`config.mk`:
```
export PLATFORM = sky130hd
export DESIGN_NAME = uart_tx_arb_flat
export DESIGN_NICKNAME = d
export VERILOG_FILES = /design/src/rtl/uart_tx_arb_if.sv /design/src/rtl/uart_tx_arb.sv /design/src/flat_wrapper.sv
export SDC_FILE = /design/constraint.sdc
export NUM_CORES = 1
export LEC_CHECK = 0
export CORE_MARGIN = 8
export CORE_UTILIZATION = 44
export CTS_BUF_LIST = sky130_fd_sc_hd__clkbuf_16
export CTS_CLUSTER_DIAMETER = 30
export DETAILED_ROUTE_END_ITERATION = 6
export PLACE_DENSITY = 0.85
export SLEW_MARGIN = 20
export SYNTH_ARGS = -nofsm -noshare
export SYNTH_HDL_FRONTEND = slang
export SYNTH_SLANG_ARGS = --single-unit
export TNS_END_PERCENT = 100
```
`constraint.sdc`:
```
create_clock -name clk -period 3.65 [get_ports clk]
set_input_delay 0.9125 -clock clk [delete_from_list [all_inputs] [get_ports clk]]
set_output_delay 0.9125 -clock clk [all_outputs]
set_load 0.01 [all_outputs]
```
`src/rtl/uart_tx_arb_if.sv`:
```
// uart_tx_arb_if: groups the requester handshake, the UART TX core handshake and
// the arbiter status lines. The arbiter connects through the slave modport; the
// environment (producers plus UART core) connects through the master modport.
interface uart_tx_arb_if #(
    parameter int NUM_REQ = 4,
    parameter int IDX_W   = 2
);
    logic [NUM_REQ-1:0]   req_valid;
    logic [8*NUM_REQ-1:0] req_data;
    logic [NUM_REQ-1:0]   req_last;
    logic [NUM_REQ-1:0]   req_ready;
    logic [7:0]           tx_data;
    logic                 tx_start;
    logic                 tx_busy;
    logic [IDX_W-1:0]     grant_id;
    logic                 arb_busy;
    logic                 err_tmo;

    modport master (
        output req_valid, req_data, req_last, tx_busy,
        input  req_ready, tx_data, tx_start, grant_id, arb_busy, err_tmo
    );

    modport slave (
        input  req_valid, req_data, req_last, tx_busy,
        output req_ready, tx_data, tx_start, grant_id, arb_busy, err_tmo
    );
endinterface

```
`src/rtl/uart_tx_arb.sv`:
```
// uart_tx_arb: round-robin arbiter that shares one UART TX core between NUM_REQ
// byte producers. One byte is accepted at a time, launched with a one-cycle
// tx_start, and the next arbitration waits until the core's busy has risen and
// fallen again. A missing busy rise is reported on err_tmo and the byte dropped.
// Optional feature macro UART_ARB_LOCK_EN: keeps the grant on one requester
// until it delivers a byte with req_last set (message lock).
module uart_tx_arb #(
    parameter int NUM_REQ   = 4,
    parameter int IDX_W     = 2,
    parameter int START_TMO = 15
) (
    input  logic         clk,
    input  logic         rst,
    uart_tx_arb_if.slave bus_if
);

    typedef enum logic [1:0] {
        IDLE,
        LAUNCH,
        WAIT_HI,
        WAIT_LO
    } state_t;

    state_t             state_q, state_d;
    logic [7:0]         txData_q, txData_d;
    logic [IDX_W-1:0]   grantId_q, grantId_d;
    logic [IDX_W-1:0]   rrLast_q, rrLast_d;
    logic [7:0]         tmoCnt_q, tmoCnt_d;

    logic [NUM_REQ-1:0] eligible;
    logic               winValid;
    logic [IDX_W-1:0]   winIdx;
    logic [7:0]         winData;
    logic [NUM_REQ-1:0] readyVec;
    logic               txStart;
    logic               errTmo;
    int                 cand;
    logic [IDX_W-1:0]   candIdx;

`ifdef UART_ARB_LOCK_EN
    logic               lock_q, lock_d;
    logic [IDX_W-1:0]   lockId_q, lockId_d;
`else
    logic               unused_reqLast;
    assign unused_reqLast = ^bus_if.req_last;
`endif

    // Eligible requesters: everyone that is valid, narrowed to the lock owner while a message is in progress
    always_comb begin
        eligible = bus_if.req_valid;
`ifdef UART_ARB_LOCK_EN
        if (lock_q) begin
            for (int i = 0; i < NUM_REQ; i++) begin
                eligible[i] = bus_if.req_valid[i] && (lockId_q == IDX_W'(i));
            end
        end
`endif
    end

    // Round-robin search: first eligible index starting just after the last served one, wrapping around
    always_comb begin
        winValid = 1'b0;
        winIdx   = '0;
        cand     = 0;
        candIdx  = '0;
        for (int k = 1; k <= NUM_REQ; k++) begin
            cand = int'(rrLast_q) + k;
            if (cand >= NUM_REQ) begin
                cand = cand - NUM_REQ;
            end
            candIdx = IDX_W'(cand);
            if (!winValid && eligible[candIdx]) begin
                winValid = 1'b1;
                winIdx   = candIdx;
            end
        end
    end

    // Byte mux: only the winner's lane is ever routed towards the data register
    always_comb begin
        winData = '0;
        for (int i = 0; i < NUM_REQ; i++) begin
            if (winIdx == IDX_W'(i)) begin
                winData = bus_if.req_data[8*i +: 8];
            end
        end
    end

    // Next-state and output decode for the accept / launch / wait-busy sequence
    always_comb begin
        state_d   = state_q;
        txData_d  = txData_q;
        grantId_d = grantId_q;
        rrLast_d  = rrLast_q;
        tmoCnt_d  = tmoCnt_q;
        readyVec  = '0;
        txStart   = 1'b0;
        errTmo    = 1'b0;
`ifdef UART_ARB_LOCK_EN
        lock_d    = lock_q;
        lockId_d  = lockId_q;
`endif
        unique case (state_q)
            IDLE: begin
                if (winValid && !rst) begin
                    for (int i = 0; i < NUM_REQ; i++) begin
                        readyVec[i] = (winIdx == IDX_W'(i));
                    end
                    txData_d  = winData;
                    grantId_d = winIdx;
`ifdef UART_ARB_LOCK_EN
                    if (bus_if.req_last[winIdx]) begin
                        lock_d   = 1'b0;
                        rrLast_d = winIdx;
                    end else begin
                        lock_d   = 1'b1;
                        lockId_d = winIdx;
                    end
`else
                    rrLast_d  = winIdx;
`endif
                    state_d   = LAUNCH;
                end
            end
            LAUNCH: begin
                txStart  = 1'b1;
                tmoCnt_d = 8'(START_TMO);
                state_d  = WAIT_HI;
            end
            WAIT_HI: begin
                if (bus_if.tx_busy) begin
                    state_d = WAIT_LO;
                end else if (tmoCnt_q == 8'd0) begin
                    errTmo  = 1'b1;
                    state_d = IDLE;
`ifdef UART_ARB_LOCK_EN
                    lock_d   = 1'b0;
                    rrLast_d = grantId_q;
`endif
                end else begin
                    tmoCnt_d = tmoCnt_q - 8'd1;
                end
            end
            WAIT_LO: begin
                // Frame length depends on the baud rate, so no timeout here
                if (!bus_if.tx_busy) begin
                    state_d = IDLE;
                end
            end
            default: begin
                state_d = IDLE;
            end
        endcase
    end

    // State registers; reset leaves requester 0 as the first in line
    always_ff @(posedge clk) begin
        if (rst) begin
            state_q   <= IDLE;
            txData_q  <= '0;
            grantId_q <= '0;
            rrLast_q  <= IDX_W'(NUM_REQ - 1);
            tmoCnt_q  <= '0;
`ifdef UART_ARB_LOCK_EN
            lock_q    <= 1'b0;
            lockId_q  <= '0;
`endif
        end else begin
            state_q   <= state_d;
            txData_q  <= txData_d;
            grantId_q <= grantId_d;
            rrLast_q  <= rrLast_d;
            tmoCnt_q  <= tmoCnt_d;
`ifdef UART_ARB_LOCK_EN
            lock_q    <= lock_d;
            lockId_q  <= lockId_d;
`endif
        end
    end

    assign bus_if.req_ready = readyVec;
    assign bus_if.tx_data   = txData_q;
    assign bus_if.tx_start  = txStart;
    assign bus_if.grant_id  = grantId_q;
    assign bus_if.arb_busy  = (state_q != IDLE);
    assign bus_if.err_tmo   = errTmo;

endmodule

```
`src/flat_wrapper.sv`:
```
// flat-port wrapper written by rule: the top's interface ports become plain ports
module uart_tx_arb_flat 
#(
    parameter int NUM_REQ   = 4,
    parameter int IDX_W     = 2,
    parameter int START_TMO = 15
)
  (clk, rst, bus_if_req_valid, bus_if_req_data, bus_if_req_last, bus_if_tx_busy, bus_if_req_ready, bus_if_tx_data, bus_if_tx_start, bus_if_grant_id, bus_if_arb_busy, bus_if_err_tmo);
  uart_tx_arb_if #(.NUM_REQ(NUM_REQ), .IDX_W(IDX_W)) bus_if_i ();
  input  logic clk;
  input  logic rst;
  input wire logic [$bits(bus_if_i.req_valid)-1:0] bus_if_req_valid;
  input wire logic [$bits(bus_if_i.req_data)-1:0] bus_if_req_data;
  input wire logic [$bits(bus_if_i.req_last)-1:0] bus_if_req_last;
  input wire logic [$bits(bus_if_i.tx_busy)-1:0] bus_if_tx_busy;
  output wire logic [$bits(bus_if_i.req_ready)-1:0] bus_if_req_ready;
  output wire logic [$bits(bus_if_i.tx_data)-1:0] bus_if_tx_data;
  output wire logic [$bits(bus_if_i.tx_start)-1:0] bus_if_tx_start;
  output wire logic [$bits(bus_if_i.grant_id)-1:0] bus_if_grant_id;
  output wire logic [$bits(bus_if_i.arb_busy)-1:0] bus_if_arb_busy;
  output wire logic [$bits(bus_if_i.err_tmo)-1:0] bus_if_err_tmo;
  assign bus_if_i.req_valid = bus_if_req_valid;
  assign bus_if_i.req_data = bus_if_req_data;
  assign bus_if_i.req_last = bus_if_req_last;
  assign bus_if_i.tx_busy = bus_if_tx_busy;
  assign bus_if_req_ready = bus_if_i.req_ready;
  assign bus_if_tx_data = bus_if_i.tx_data;
  assign bus_if_tx_start = bus_if_i.tx_start;
  assign bus_if_grant_id = bus_if_i.grant_id;
  assign bus_if_arb_busy = bus_if_i.arb_busy;
  assign bus_if_err_tmo = bus_if_i.err_tmo;
  uart_tx_arb #(.NUM_REQ(NUM_REQ), .IDX_W(IDX_W), .START_TMO(START_TMO)) u_core (.clk(clk), .rst(rst), .bus_if(bus_if_i));
endmodule
```
### After elaboration in Yosys (flattened, before gate mapping)

Index checks and enable logic that the tools add are counted.
Widths: inputs -> output; s select.

* word-level logic and storage cells: 87
* output and inout bits: 17
* flip-flop bits (word level): 22

* order comparisons: 8
* multiplexer cells: 38
* reduce and logical (&&, ||, !) cells: 16
* $add $sub $neg: 9
* equality and inequality tests: 11

Operators with widths (count)
* $mux 8: 6
* $mux 2: 12
* $pmux 8 s2: 1
* $lt 2x3->1 const B: 4
* $mux 1: 12
* $ge 3x3->1 const B: 3
* $bmux 1 s2: 4
* $eq 2x2->1 const B: 4
* $logic_not 8->1: 1
* $mux 4: 2
* $pmux 2 s4: 1
* $sub 2x1->2 const B: 4
* $sub 8x1->8 const B: 1
* $add 2x2->3 const B: 2
* $ne 2x2->1 const B: 3
* $reduce_and 3->1: 2
* $add 2x3->4 const B: 1
* $eq 2x1->1 const B: 2
* $ge 4x3->1 const B: 1
* $logic_and 1x1->1: 4
* $logic_not 1->1: 4
* $logic_not 2->1: 2
* $reduce_bool 2->1: 2
* $add 2x1->3 const B: 1
* other kinds (3): 3

### Depth between registers and ports, before layout

* depth after elaboration: 20
* gate-level depth with buffers: 7
* gate-level depth less buffers: 7

### Least setup slack after synthesis

OpenSTA, ideal clock, no wires.

* path type: in2out
* start: input port bus_if_req_valid[0]
* end: output port bus_if_req_ready[3]
* stages: 5
* arrival: 1.967 ns
* required time: 2.738 ns
* path buffers: 1
* path slack: 0.770 ns
* cell sequence: o21ai_0 > o221ai_1 > buf_2 > or3_1 > nor2b_1

* word-level cells in the longest chain between the ends: 15
* elaborated cells on any way between the ends: 26
* classes of those cells: 1 x eq/ne; 18 x mux; 7 x reduce/logical

RTL lines
* from (decl): RTL line flat_wrapper.sv:12 `input wire logic [$bits(bus_if_i.req_valid)-1:0] bus_if_req_valid;`
* $bmux 1 s2: RTL line uart_tx_arb.sv:72 `if (!winValid && eligible[candIdx]) begin`
* $mux 1 (implied by the code): RTL line uart_tx_arb.sv:72
* $mux 1: RTL line uart_tx_arb.sv:72
* $logic_not 1->1: RTL line uart_tx_arb.sv:72
* $logic_and 1x1->1: RTL line uart_tx_arb.sv:72
* $mux 1: RTL line uart_tx_arb.sv:72
* $logic_not 1->1: RTL line uart_tx_arb.sv:72
* $logic_and 1x1->1: RTL line uart_tx_arb.sv:72
* $mux 1: RTL line uart_tx_arb.sv:72
* $logic_not 1->1: RTL line uart_tx_arb.sv:72
* $logic_and 1x1->1: RTL line uart_tx_arb.sv:72
* $mux 2 or $mux 1 (tied branches): RTL line uart_tx_arb.sv:72
* $eq 2x2->1 or $logic_and 1x1->1 (tied branches): RTL line uart_tx_arb.sv:107, uart_tx_arb.sv:105
* $mux 4 *: RTL line uart_tx_arb.sv:105 `if (winValid && !rst) begin`
* $mux 4 *: RTL line uart_tx_arb.sv:103 `unique case (state_q)`
* to (decl): RTL line flat_wrapper.sv:16 `output wire logic [$bits(bus_if_i.req_ready)-1:0] bus_if_req_ready;`

Every way passes the cells marked *; elsewhere a longest branch is shown, timed or not. The select of a mux whose other input is x is not followed.

### Final worst setup path

* start: input port bus_if_req_valid[2]
* end: output port bus_if_req_ready[1]

* word-level cells in the longest chain between the ends: 15
* elaborated cells on any way between the ends: 26
* classes of those cells: 1 x eq/ne; 18 x mux; 7 x reduce/logical

RTL lines (RTL line)
* $bmux 1 s2: uart_tx_arb.sv:72
* $mux 1 (implied by the code): uart_tx_arb.sv:72
* $mux 1: uart_tx_arb.sv:72
* $logic_not 1->1: uart_tx_arb.sv:72
* $logic_and 1x1->1: uart_tx_arb.sv:72
* $mux 1: uart_tx_arb.sv:72
* $logic_not 1->1: uart_tx_arb.sv:72
* $logic_and 1x1->1: uart_tx_arb.sv:72
* $mux 1: uart_tx_arb.sv:72
* $logic_not 1->1: uart_tx_arb.sv:72
* $logic_and 1x1->1: uart_tx_arb.sv:72
* $mux 2 or $mux 1 (tied branches): uart_tx_arb.sv:72
* $eq 2x1->1 or $logic_and 1x1->1 (tied branches): uart_tx_arb.sv:107, uart_tx_arb.sv:105
* $mux 4 *: uart_tx_arb.sv:105
* $mux 4 *: uart_tx_arb.sv:103

Marks and branches as above.

==> summary.txt <==
Status
  • Status: finished, final reports clean

Global route
  • Remaining Overflow, GRT: 0
  • Largest net degree at the start of global routing: 20
  • Vias in the first global route: roughly 1.3k
  • Initial antenna violation count: 0
  • First-pass GRT wire length: between 6000 and 7000 um
  • GR Util All Layers: 0.156

Cells and area
  • NumNets Final: 260
  • Ant diodes: 0
  • P&R area growth vs syn: 64.4%
  • Commonest non-fill, non-tap cell in the layout: clkdlybuf4s50_1
  • Most frequent cells in the layout: 51 x clkdlybuf4s50_1, 24 x mux2i_1, 22 x dfxtp_1, 16 x nor2_1, 16 x buf_4
  • Finished Core Util: 0.773
  • Layout cells sized above 1: 0.164

Setup path
  • Critical Path Sink Type: output port
  • Worst R2R Setup Slack: 1820 ps
  • Kind of critical path: input pin to output port
  • Critical path startpoint category: input pin
  • Worst Path Required: 2740 ps
  • Worst Path Max Fanout: 3
  • CP arrival: between 2000 and 3000 ps

STA
  • Setup TNS: 0 ps
  • Final period util: 0.991
  • Final Setup Violations: 0
  • Achievable Freq: approximately 280 MHz
  • Final Critical Period: ~3600 ps
  • Clk_skew: between 4 and 5 ps
  • Hold Slack: about 500 ps
  • Final Max Tran Viols: 0
  • Final Hold Vio Count: 0
  • Slew HR: 0.650
  • Tightest Pin Transition: ~520 ps

Synth
  • Post-synthesis adder-cell area fraction: 0.0191
  • Net Count, Synth: around 190
  • Mean post-synth cell area: 9.08 um^2
  • Synth Area in XOR/XNOR: 0.0268
  • Mux cell area share after synthesis: 0.184
  • Ys Warns: 0
  • Largest family of logic cells by synthesized area: simple AND/OR/NAND/NOR gates
  • Synth unique cells: 34
  • Area of the mapped netlist: 1310 um^2
  • Post-synthesis sequential area ratio: 0.337
  • Post-Synth Simple-Gate Area: 0.216
  • Synth Area in Compound Gates: 0.172
  • #FFs+latches synth: 22
  • Post-Syn Instances: between 100 and 150

Placed design
  • Gpl congestion: between 0.7 and 0.8
  • HPWL after DPL: between 3000 and 4000 um
  • PortBufs: 55

Pwr
  • Pwr dens: 453 nW/um^2
  • Leakage: approximately 0.94 nW
  • Worst IR drop on VDD: about 0.46 mV

Run
  • Max-cap violations: 0

Routing
  • Post-route antenna net violation count: 0
  • WL/cell: roughly 17 um
  • Drt pass-1 iters: 4
  • Initial drt markers: 62
  • Routed vias: 1327
  • Final WL: 4040 um
  • Drt drc: 0
  • Vias per cell: between 5 and 6

Clocking
  • Longest Clk Path Bufs: 2
  • Sink Count: 22
  • Worst skew pair latency: between 200 and 300 ps
  • CTS tree: done
  • Clock transition at path regs: about 50 ps
  • Clk root buf: clkbuf_16
  • Total CTS buffers: 3
  • # hold bufs at CTS: 0
  • H-tree depth: 1

Floorplanning
  • Initial Util: 0.470
  • Width of the die: just over 70 um
  • Rows: 19
  • Die Y: roughly 70 um
  • Area of the core: approximately 2800 um^2
  • Num ports: 60
  • Die area: slightly below 5000 um^2

Worst hold path
  • Min-Delay Path Class: flip-flop to flip-flop
path summary, 6_finish.rpt:
check	start	to	depth (start not counted)
hold reg to reg	u_core.bus_if.grant_id[1]	u_core.bus_if.grant_id[1]	2
hold / removal	u_core.bus_if.grant_id[1]	u_core.bus_if.grant_id[1]	2
setup / recovery	bus_if_req_valid[2]	bus_if_req_ready[1]	6
setup reg to reg	u_core.state_q[1]	u_core.tmoCnt_q[7]	5
worst max-delay path: stages:
cell	delay [ps]
clkdlybuf4s50_1	470
buf_4	190
o41ai_4	390
nor2_2	80
and3_1	190
clkdlybuf4s50_1	480
synthesized netlist by cell type:
cell type / count / area (um^2)
nor3b_1: 1 / 7.51
ha_1: 2 / 25.0
xor2_1: 2 / 17.5
clkbuf_8: 1 / 13.8
a21oi_1: 6 / 30.0
buf_2: 3 / 15.0
a311o_1: 1 / 10.0
nand2b_1: 2 / 12.5
o21ai_0: 3 / 15.0
dfxtp_1: 22 / 440
mux2i_1: 24 / 240
nor4_2: 2 / 25.0
a311oi_1: 2 / 17.5
a211o_1: 1 / 8.76
nand3_1: 1 / 5.00
or3_1: 2 / 12.5
o221ai_1: 1 / 8.76
o41ai_2: 1 / 16.3
a211oi_1: 1 / 7.51
nand2_1: 5 / 18.8
xnor2_1: 2 / 17.5
a21o_1: 1 / 7.51
a22o_1: 8 / 70.1
o311ai_2: 1 / 16.3
or4b_4: 1 / 13.8
o21ai_1: 2 / 10.0
nor2b_1: 14 / 87.6
inv_1: 6 / 22.5
nor3_1: 1 / 5.00
o21bai_1: 1 / 7.51
or2_2: 4 / 25.0
nor2_1: 17 / 63.8
and3_1: 1 / 6.26
clkbuf_1: 2 / 7.51
routing by layer:
layer,GRT usage,part of all wire,vias up,wire [um]
met2,0.251,0.44,53,1780
met1,0.206,0.50,617,2030
li1,-,-,653,-
met3,0.0212,0.047,4,192
met4,0.0536,0.010,0,41
met5,0,0,-,0
per-stage QoR:
stage               setup slack [ps]  instances  cell area (um^2)  power [mW]
finish                          34.2        245              2150       0.973
global route                   -44.6        245              2150        1.02
CTS                             5.25        241              2110       0.962
detailed placement              -130        237              1960       0.649
global placement                -102        237              1960       0.636
floorplan                        770        144              1310       0.487
kinds of logic (layout without fill, tap and decap cells):
kind of cell | after synthesis | count (layout)
fa+ha+maj | 2 | 2
mux | 24 | 24
simple gates | 51 | 51
flops | 22 | 22
xor+xnor | 4 | 4
buf+inv | 12 | 82
compound gates | 29 | 29
layout make-up:
class                   count  area, um^2
repair buffers             72         689
multi-input cells         110         853
fillers                   171         632
flip-flops and latches     22         440
inverters                   6        22.5
clock buffers               3        75.1
well taps                  31        38.8
clock inverters             1        30.0
sequential cells by signal (all words and copies together), names as in the netlist:
register,count
u_core.rrLast_q,2
u_core.state_q,2
u_core.bus_if.tx_data,8
u_core.bus_if.grant_id,2
u_core.tmoCnt_q,8
what timing repair did:
item	in CTS	in global routing
pin swaps	0	2
endpoints found under the setup margin	4	3
resized for setup	12	3
buffers inserted	0	4
where the power goes:
part / switching [mW] / internal, mW / leakage [nW]
sequential: 0.0270 / 0.275 / 0.181
combinational: 0.159 / 0.214 / 0.712
clock: 0.0814 / 0.217 / 0.0511
Note: power is estimated with default switching activity, not from simulation.
